`src/rtl/peridot_spiflash_reader_if.sv`:
```
// Bus bundle for the SPI-flash bulk reader: CPU-side Avalon-MM slave port
// plus the register port of the byte-level SPI engine.
interface peridot_spiflash_reader_if;
    logic [1:0]  avs_address;
    logic        avs_read;
    logic [31:0] avs_readdata;
    logic        avs_write;
    logic [31:0] avs_writedata;
    logic        ins_irq;
    logic        spi_write;
    logic [31:0] spi_writedata;
    logic [31:0] spi_readdata;

    // slave: the reader block; master: the CPU and SPI engine around it
    modport slave (
        input  avs_address, avs_read, avs_write, avs_writedata, spi_readdata,
        output avs_readdata, ins_irq, spi_write, spi_writedata
    );
    modport master (
        output avs_address, avs_read, avs_write, avs_writedata, spi_readdata,
        input  avs_readdata, ins_irq, spi_write, spi_writedata
    );
endinterface

```
`src/rtl/peridot_spiflash_reader.sv`:
```
// Autonomous SPI-flash READ sequencer: sends cmd + 24-bit address, clocks in
// N bytes, packs them little-endian into 32-bit words and queues them in a FIFO.
module peridot_spiflash_reader #(
    parameter int         FIFO_DEPTH = 8,
    parameter logic [7:0] READ_CMD   = 8'h03
) (
    input logic                      csi_clk,
    input logic                      rsi_reset_n,
    peridot_spiflash_reader_if.slave bus
);
    localparam int         PTR_W     = $clog2(FIFO_DEPTH);
    localparam logic [6:0] DEPTH_CNT = 7'(FIFO_DEPTH);

    typedef enum logic [2:0] {S_IDLE, S_CMD, S_A2, S_A1, S_A0, S_DATA, S_PUSH, S_DESEL} state_e;
    typedef enum logic [1:0] {PH_SEND, PH_GUARD, PH_WAIT} phase_e;

    state_e             state_q, state_d;
    phase_e             phase_q, phase_d;
    logic [23:0]        addr_q, addr_d;
    logic [15:0]        len_q, len_d;
    logic               irqena_q, irqena_d, done_q, done_d;
    logic [16:0]        cnt_q, cnt_d, cnt_inc;
    logic [31:0]        word_q, word_d;
    logic               spi_write_q, spi_write_d;
    logic [31:0]        spi_wdata_q, spi_wdata_d;
    logic [31:0]        fifo_mem [FIFO_DEPTH];
    logic [PTR_W-1:0]   wr_ptr_q, rd_ptr_q;
    logic [6:0]         count_q, count_d;

    logic busy, wr_addr, wr_len, wr_ctrl, start_req, spi_ready, byte_done;
    logic fifo_full, fifo_empty, push, pop, xfer_end, word_end, send;
    logic [7:0] tx_byte;
    logic unused_bits;

    assign busy       = (state_q != S_IDLE);
    assign wr_addr    = bus.avs_write && (bus.avs_address == 2'd0) && !busy;
    assign wr_len     = bus.avs_write && (bus.avs_address == 2'd1) && !busy;
    assign wr_ctrl    = bus.avs_write && (bus.avs_address == 2'd2);
    assign start_req  = wr_ctrl && bus.avs_writedata[0] && !busy;
    assign spi_ready  = bus.spi_readdata[9];
    assign byte_done  = (phase_q == PH_WAIT) && spi_ready;
    assign fifo_full  = (count_q == DEPTH_CNT);
    assign fifo_empty = (count_q == 7'd0);
    assign push       = (state_q == S_PUSH) && !fifo_full;
    assign pop        = bus.avs_read && (bus.avs_address == 2'd3) && !fifo_empty;
    assign cnt_inc    = cnt_q + 17'd1;
    assign xfer_end   = (cnt_q == {1'b0, len_q});
    assign word_end   = (cnt_inc[1:0] == 2'b00) || (cnt_inc == {1'b0, len_q});
    assign unused_bits = ^{bus.spi_readdata[31:10], bus.spi_readdata[8], bus.avs_writedata[31:24]};

    // NOTE: sequential state uses non-blocking assignments only, so every flop samples pre-edge values.
    always_ff @(posedge csi_clk or negedge rsi_reset_n) begin
        if (!rsi_reset_n) begin
            state_q     <= S_IDLE;
            phase_q     <= PH_SEND;
            addr_q      <= '0;
            len_q       <= '0;
            irqena_q    <= 1'b0;
            done_q      <= 1'b0;
            cnt_q       <= '0;
            word_q      <= '0;
            spi_write_q <= 1'b0;
            spi_wdata_q <= '0;
            wr_ptr_q    <= '0;
            rd_ptr_q    <= '0;
            count_q     <= '0;
        end else begin
            state_q     <= state_d;
            phase_q     <= phase_d;
            addr_q      <= addr_d;
            len_q       <= len_d;
            irqena_q    <= irqena_d;
            done_q      <= done_d;
            cnt_q       <= cnt_d;
            word_q      <= word_d;
            spi_write_q <= spi_write_d;
            spi_wdata_q <= spi_wdata_d;
            count_q     <= count_d;
            if (push) wr_ptr_q <= wr_ptr_q + PTR_W'(1);
            if (pop)  rd_ptr_q <= rd_ptr_q + PTR_W'(1);
        end
    end

    // NOTE: FIFO storage has no reset; occupancy is tracked by count_q, which is reset.
    always_ff @(posedge csi_clk) begin
        if (push) fifo_mem[wr_ptr_q] <= word_q;
    end

    always_comb begin
        count_d = count_q;
        case ({push, pop})
            2'b10:   count_d = count_q + 7'd1;
            2'b01:   count_d = count_q - 7'd1;
            default: count_d = count_q;
        endcase
    end

    // NOTE: every comb output gets a default first so no path can infer a latch.
    always_comb begin
        state_d = state_q;
        phase_d = phase_q;
        case (state_q)
            S_IDLE: if (start_req && (len_q != 16'd0)) begin
                state_d = S_CMD;
                phase_d = PH_SEND;
            end
            S_PUSH: if (!fifo_full) begin
                state_d = xfer_end ? S_DESEL : S_DATA;
                phase_d = PH_SEND;
            end
            default: begin
                case (phase_q)
                    PH_SEND:  phase_d = PH_GUARD;
                    PH_GUARD: phase_d = PH_WAIT;
                    default: if (spi_ready) begin
                        phase_d = PH_SEND;
                        case (state_q)
                            S_CMD:   state_d = S_A2;
                            S_A2:    state_d = S_A1;
                            S_A1:    state_d = S_A0;
                            S_A0:    state_d = S_DATA;
                            S_DATA:  state_d = word_end ? S_PUSH : S_DATA;
                            default: state_d = S_IDLE;
                        endcase
                    end
                endcase
            end
        endcase
    end

    always_comb begin
        case (state_q)
            S_CMD:   tx_byte = READ_CMD;
            S_A2:    tx_byte = addr_q[23:16];
            S_A1:    tx_byte = addr_q[15:8];
            S_A0:    tx_byte = addr_q[7:0];
            default: tx_byte = 8'hFF;
        endcase
        send        = (phase_q == PH_SEND) && (state_q != S_IDLE) && (state_q != S_PUSH);
        spi_write_d = send;
        spi_wdata_d = spi_wdata_q;
        if (send) spi_wdata_d = (state_q == S_DESEL) ? 32'h0 : {22'b0, 1'b1, 1'b1, tx_byte};

        addr_d   = wr_addr ? bus.avs_writedata[23:0] : addr_q;
        len_d    = wr_len  ? bus.avs_writedata[15:0] : len_q;
        irqena_d = wr_ctrl ? bus.avs_writedata[15]   : irqena_q;
        done_d   = done_q;
        cnt_d    = cnt_q;
        word_d   = word_q;
        if (wr_ctrl && bus.avs_writedata[1]) done_d = 1'b0;
        if (start_req) begin
            done_d = (len_q == 16'd0);
            cnt_d  = '0;
            word_d = '0;
        end
        if ((state_q == S_DATA) && byte_done) begin
            cnt_d = cnt_inc;
            word_d[{cnt_q[1:0], 3'b000} +: 8] = bus.spi_readdata[7:0];
        end
        // Clearing after each push leaves a short final word zero-padded.
        if (push) word_d = '0;
        if ((state_q == S_DESEL) && byte_done) done_d = 1'b1;
    end

    always_comb begin
        bus.avs_readdata = 32'h0;
        case (bus.avs_address)
            2'd0:    bus.avs_readdata = {8'h0, addr_q};
            2'd1:    bus.avs_readdata = {16'h0, len_q};
            2'd2:    bus.avs_readdata = {9'b0, count_q, irqena_q, 13'b0, done_q, busy};
            default: if (!fifo_empty) bus.avs_readdata = fifo_mem[rd_ptr_q];
        endcase
    end

    assign bus.ins_irq       = irqena_q & done_q;
    assign bus.spi_write     = spi_write_q;
    assign bus.spi_writedata = spi_wdata_q;
endmodule

```
`src/flat_wrapper.sv`:
```
// flat-port wrapper written by rule: the top's interface ports become plain ports
module peridot_spiflash_reader_flat 
#(
    parameter int         FIFO_DEPTH = 8,
    parameter logic [7:0] READ_CMD   = 8'h03
)
  (csi_clk, rsi_reset_n, bus_avs_address, bus_avs_read, bus_avs_write, bus_avs_writedata, bus_spi_readdata, bus_avs_readdata, bus_ins_irq, bus_spi_write, bus_spi_writedata);
  peridot_spiflash_reader_if bus_i ();
  input logic csi_clk;
  input logic rsi_reset_n;
  input wire logic [$bits(bus_i.avs_address)-1:0] bus_avs_address;
  input wire logic [$bits(bus_i.avs_read)-1:0] bus_avs_read;
  input wire logic [$bits(bus_i.avs_write)-1:0] bus_avs_write;
  input wire logic [$bits(bus_i.avs_writedata)-1:0] bus_avs_writedata;
  input wire logic [$bits(bus_i.spi_readdata)-1:0] bus_spi_readdata;
  output wire logic [$bits(bus_i.avs_readdata)-1:0] bus_avs_readdata;
  output wire logic [$bits(bus_i.ins_irq)-1:0] bus_ins_irq;
  output wire logic [$bits(bus_i.spi_write)-1:0] bus_spi_write;
  output wire logic [$bits(bus_i.spi_writedata)-1:0] bus_spi_writedata;
  assign bus_i.avs_address = bus_avs_address;
  assign bus_i.avs_read = bus_avs_read;
  assign bus_i.avs_write = bus_avs_write;
  assign bus_i.avs_writedata = bus_avs_writedata;
  assign bus_i.spi_readdata = bus_spi_readdata;
  assign bus_avs_readdata = bus_i.avs_readdata;
  assign bus_ins_irq = bus_i.ins_irq;
  assign bus_spi_write = bus_i.spi_write;
  assign bus_spi_writedata = bus_i.spi_writedata;
  peridot_spiflash_reader #(.FIFO_DEPTH(FIFO_DEPTH), .READ_CMD(READ_CMD)) u_core (.csi_clk(csi_clk), .rsi_reset_n(rsi_reset_n), .bus(bus_i));
endmodule
```
`config.mk`:
```
export PLATFORM = sky130hd
export DESIGN_NAME = peridot_spiflash_reader_flat
export DESIGN_NICKNAME = d
export VERILOG_FILES = /design/src/rtl/peridot_spiflash_reader_if.sv /design/src/rtl/peridot_spiflash_reader.sv /design/src/flat_wrapper.sv
export SDC_FILE = /design/constraint.sdc
export NUM_CORES = 1
export LEC_CHECK = 0
export ABC_AREA = 1
export BUFFER_PORTS_ARGS = -buffer_cell sky130_fd_sc_hd__buf_2
export CAP_MARGIN = 20
export CORE_MARGIN = 8
export CORE_UTILIZATION = 45
export CTS_BUF_LIST = sky130_fd_sc_hd__clkbuf_8
export DETAILED_ROUTE_END_ITERATION = 10
export PLACE_DENSITY_LB_ADDON = 0.08
export REMOVE_ABC_BUFFERS = 1
export SYNTH_ARGS = -nofsm -noshare
export SYNTH_HDL_FRONTEND = slang
export SYNTH_SLANG_ARGS = --single-unit
export TNS_END_PERCENT = 10
```
`constraint.sdc`:
```
create_clock -name csi_clk -period 8.1 [get_ports csi_clk]
set_clock_uncertainty 0.05 [all_clocks]
set_input_delay 0.405 -clock csi_clk [delete_from_list [all_inputs] [get_ports csi_clk]]
set_output_delay 0.405 -clock csi_clk [all_outputs]
set_load 0.005 [all_outputs]
```
==> results.cfg <==
[placement]
dpl.hpwl_um = 29200
portBuffers = 82
post_dp_cell_area_sq_mm = 0.0174
place_congestion = 0.904

[pwr]
power_density_mw_per_mm2 = 334
power_frac_comb_pct = 30.7
p_int_uw = 3860
p_sw_uw = 2400
netSwitchingFraction_pct = 38.3
vdd_drop_max_uv = 178
p_leak_uw = 0.00731
p_clk_share_pct = 26.2
seq_power_share_pct = 43.1

[global_route]
grt_pass1_wl_um = 70800
grt_max_degree = 81
overflow = 0
first_global_vias = 11700
grt_use_total_pct = 21.0
antenna_found_initial = 0

[route]
drtIter0Drc = 939
detail_route.wl_per_cell_um = 21.1
viasPerCell = 5.52
drc = 0
drt-total-wl_um = 46200
dr_total_vias = 12100
ant_nets = 0
firstDrtPassIters = 5

[timing]
worst_pin_slew_ns = 1.02
maxSlewHeadroom_pct = 32.1
hold_viol_final = 0
tns_ns = 0
fin_crit_sh_pct = 48.1
rsz0062_at_grt = false
drv_slew = 0
fmax_mhz = 256
setup_viol = 0
finalCriticalPeriod_ns = 3.90

[final_layout]
final_nets = 1760
fin_area_sq_mm = 0.0187
drive_gt1_share_pct = 12.8
fillers = 3385
final_cell_mix = edfxtp_1 (256), o21ai_0 (209), nand2_1 (205)
area_delta_synth_final_pct = 12.9
final_common_cell = edfxtp_1

[setup_path]
crit_family = buffers and inverters
path_cells = clkinv_2, buf_4, o21ai_0, o22ai_1, o211ai_1, o221ai_1, buf_2
critPathBufInv = 3
arrival_ns = 3.44
setup.worst_path.class = flop to primary output
end_kind = primary output
startpoint_type = flop
path_max_fanout = 76
slowest_stage = buf_4
max_stage_delay_ns = 0.60
required_ns = 7.65

[synth]
yosysWarningCount = 0
synth-seq-cells = 375
synth_edf_count = 256
seq_area_frac_synth_pct = 64.3
synth.distinct_cells = 43
synthArstFlopShare_pct = 31.7
synth_flop_cell = edfxtp_1
netlist_instances = 1580
syn_avg_cell_area_sq_um = 10.5
syn-cell-area_sq_mm = 0.0166

[run]
maxCapViolCount = 0

[floorplanning]
initial_core_util_pct = 45.5
die_area_sq_mm = 0.0433
die_height_um = 208
core_area_sq_mm = 0.0364
ioPinCount = 136
row_count = 70
chipWidth_um = 208

[min_path]
hold_class = primary input to flop

[cts]
cts_made_buffers = 67
cts_resized = 0
root_buffer = clkbuf_8
cts_setup_buffers = 0
cts.sinks = 375
cts_tree = built
cts.clk_slew.worst_paths_ns = 0.06
h-tree-depth = 3
clock_latency_ns = 0.59
hold_buffers = 9
cts_max_path_buffers = 3

[outcome]
status = completed
[final timing paths]
path                                                 from                            end  slack (ns)  depth (start not counted)
min in group asynchronous                     rsi_reset_n     u_core.word_q[7]$_DFF_PN0_        0.34                          2
hold reg to reg             u_core.addr_q[15]$_DFFE_PN0P_  u_core.addr_q[15]$_DFFE_PN0P_        0.44                          2
setup / recovery           u_core.rd_ptr_q[0]$_DFFE_PN0P_            bus_avs_readdata[4]        4.20                          7
setup reg to reg            u_core.count_q[6]$_DFFE_PN0P_  u_core.count_q[6]$_DFFE_PN0P_        4.56                         19
max in group asynchronous                     rsi_reset_n   u_core.cnt_q[10]$_DFFE_PN0P_        6.38                          3
hold / removal                      bus_avs_writedata[14]  u_core.addr_q[14]$_DFFE_PN0P_        0.04                          3
[metal layers]
layer	vias up	wire [um]	track usage [%]
li1	5752	-	-
met4	0	1060	7.44
met2	333	21700	33.4
met3	52	2500	3.44
met1	5955	20900	29.0
met5	-	0	0
[cell usage after synthesis (2+ instances only)]
library cell  number  area (sq um)
o221ai_1          53           464
dfrtp_1          119          2980
nor3_1            18          90.1
xnor2_1            2          17.5
o2111ai_1          3          26.3
a31oi_1            9          56.3
buf_4             24           180
nand3_2            2          20.0
o21ai_0          209          1050
nand2_2            3          18.8
clkbuf_1          65           244
inv_1            124           465
xor2_1            11          96.3
buf_2             13          65.1
nor2_2             4          25.0
nor4_1             7          43.8
o41ai_1            2          17.5
nor2_4             3          33.8
buf_1              3          11.3
o21ai_1            3          15.0
nand3_1           74           370
inv_2              4          15.0
edfxtp_1         256          7690
nand4_1           20           125
nand2_1          205           769
a221oi_1           2          17.5
ha_1              14           175
clkinv_1           2          7.51
o211ai_1          15           113
o22ai_1           38           238
a211oi_1           4          30.0
nor2_1           209           785
a21oi_1           50           250
[through the flow]
| step | setup WS (ns) | std cells | utilization (%) | power [uW] | hold WS, ns |
|---|---|---|---|---|---|
| floorplan | 2.86 | 1496 | - | 3870 | 0.0594 |
| global placement | 4.59 | 2065 | 47.7 | 4630 | 0.392 |
| detailed placement | 4.51 | 2065 | 47.7 | 4650 | 0.396 |
| CTS | 4.11 | 2190 | 51.4 | 6310 | 0.00319 |
| global route | 3.91 | 2190 | 51.4 | 6690 | 0.0333 |
| finish | 4.20 | 2191 | 51.4 | 6260 | 0.0387 |
[worst reg2reg max path: stages (launching register included)]
cell and delay, ns:
dfrtp_1 0.39, inv_1 0.09, nand4_1 0.14, nor3_1 0.35
nor2_2 0.05, buf_4 0.25, inv_1 0.38, ha_1 0.38
inv_1 0.12, fa_1 0.36, inv_1 0.09, nand3_1 0.07
nand2_1 0.09, nand2_1 0.07, nand2_1 0.06, a21oi_1 0.09
nand2_1 0.07, nand2_1 0.04, nor2_1 0.13, xor2_1 0.18
[final cells by class]
cell class / count / area, sq um / area share, %
inverters: 130 / 489 / 2.61
diodes: 1 / 2.50 / 0.0134
multi-input cells: 991 / 5080 / 27.2
clock buffers: 75 / 1030 / 5.51
repair buffers: 110 / 649 / 3.47
clock inverters: 41 / 208 / 1.11
flip-flops and latches: 375 / 10700 / 57.0
well taps: 468 / 586 / 3.13
[registers in the layout, indices dropped and copies added, names as in the netlist, 7 cells and up]
name                      cells
u_core.bus.spi_writedata      9
u_core.fifo_mem             256
u_core.addr_q                24
u_core.word_q                32
u_core.count_q                7
u_core.len_q                 16
u_core.cnt_q                 17
[logic make-up after synthesis]
group | share of synthesized area (%)
AOI/OAI and AO/OA | 13.9
DFF | 64.3
other | 0.0226
adders and majority gates | 1.18
xor gates and xnor gates | 0.686
and+or+nand+nor | 13.9
muxes | 0.0603
buffers and inverters | 5.96
[power by group through the flow]
stage / logic (uW) / clock network, uW / registers, uW
3_3_place_gp: 1900 / 0 / 2730
5_1_grt: 2170 / 1780 / 2740
3_5_place_dp: 1920 / 0 / 2730
2_1_floorplan: 1190 / 0 / 2680
6_report: 1920 / 1640 / 2700
4_1_cts: 1930 / 1690 / 2700
No activity file was read; power rests on OpenSTA's default activity.
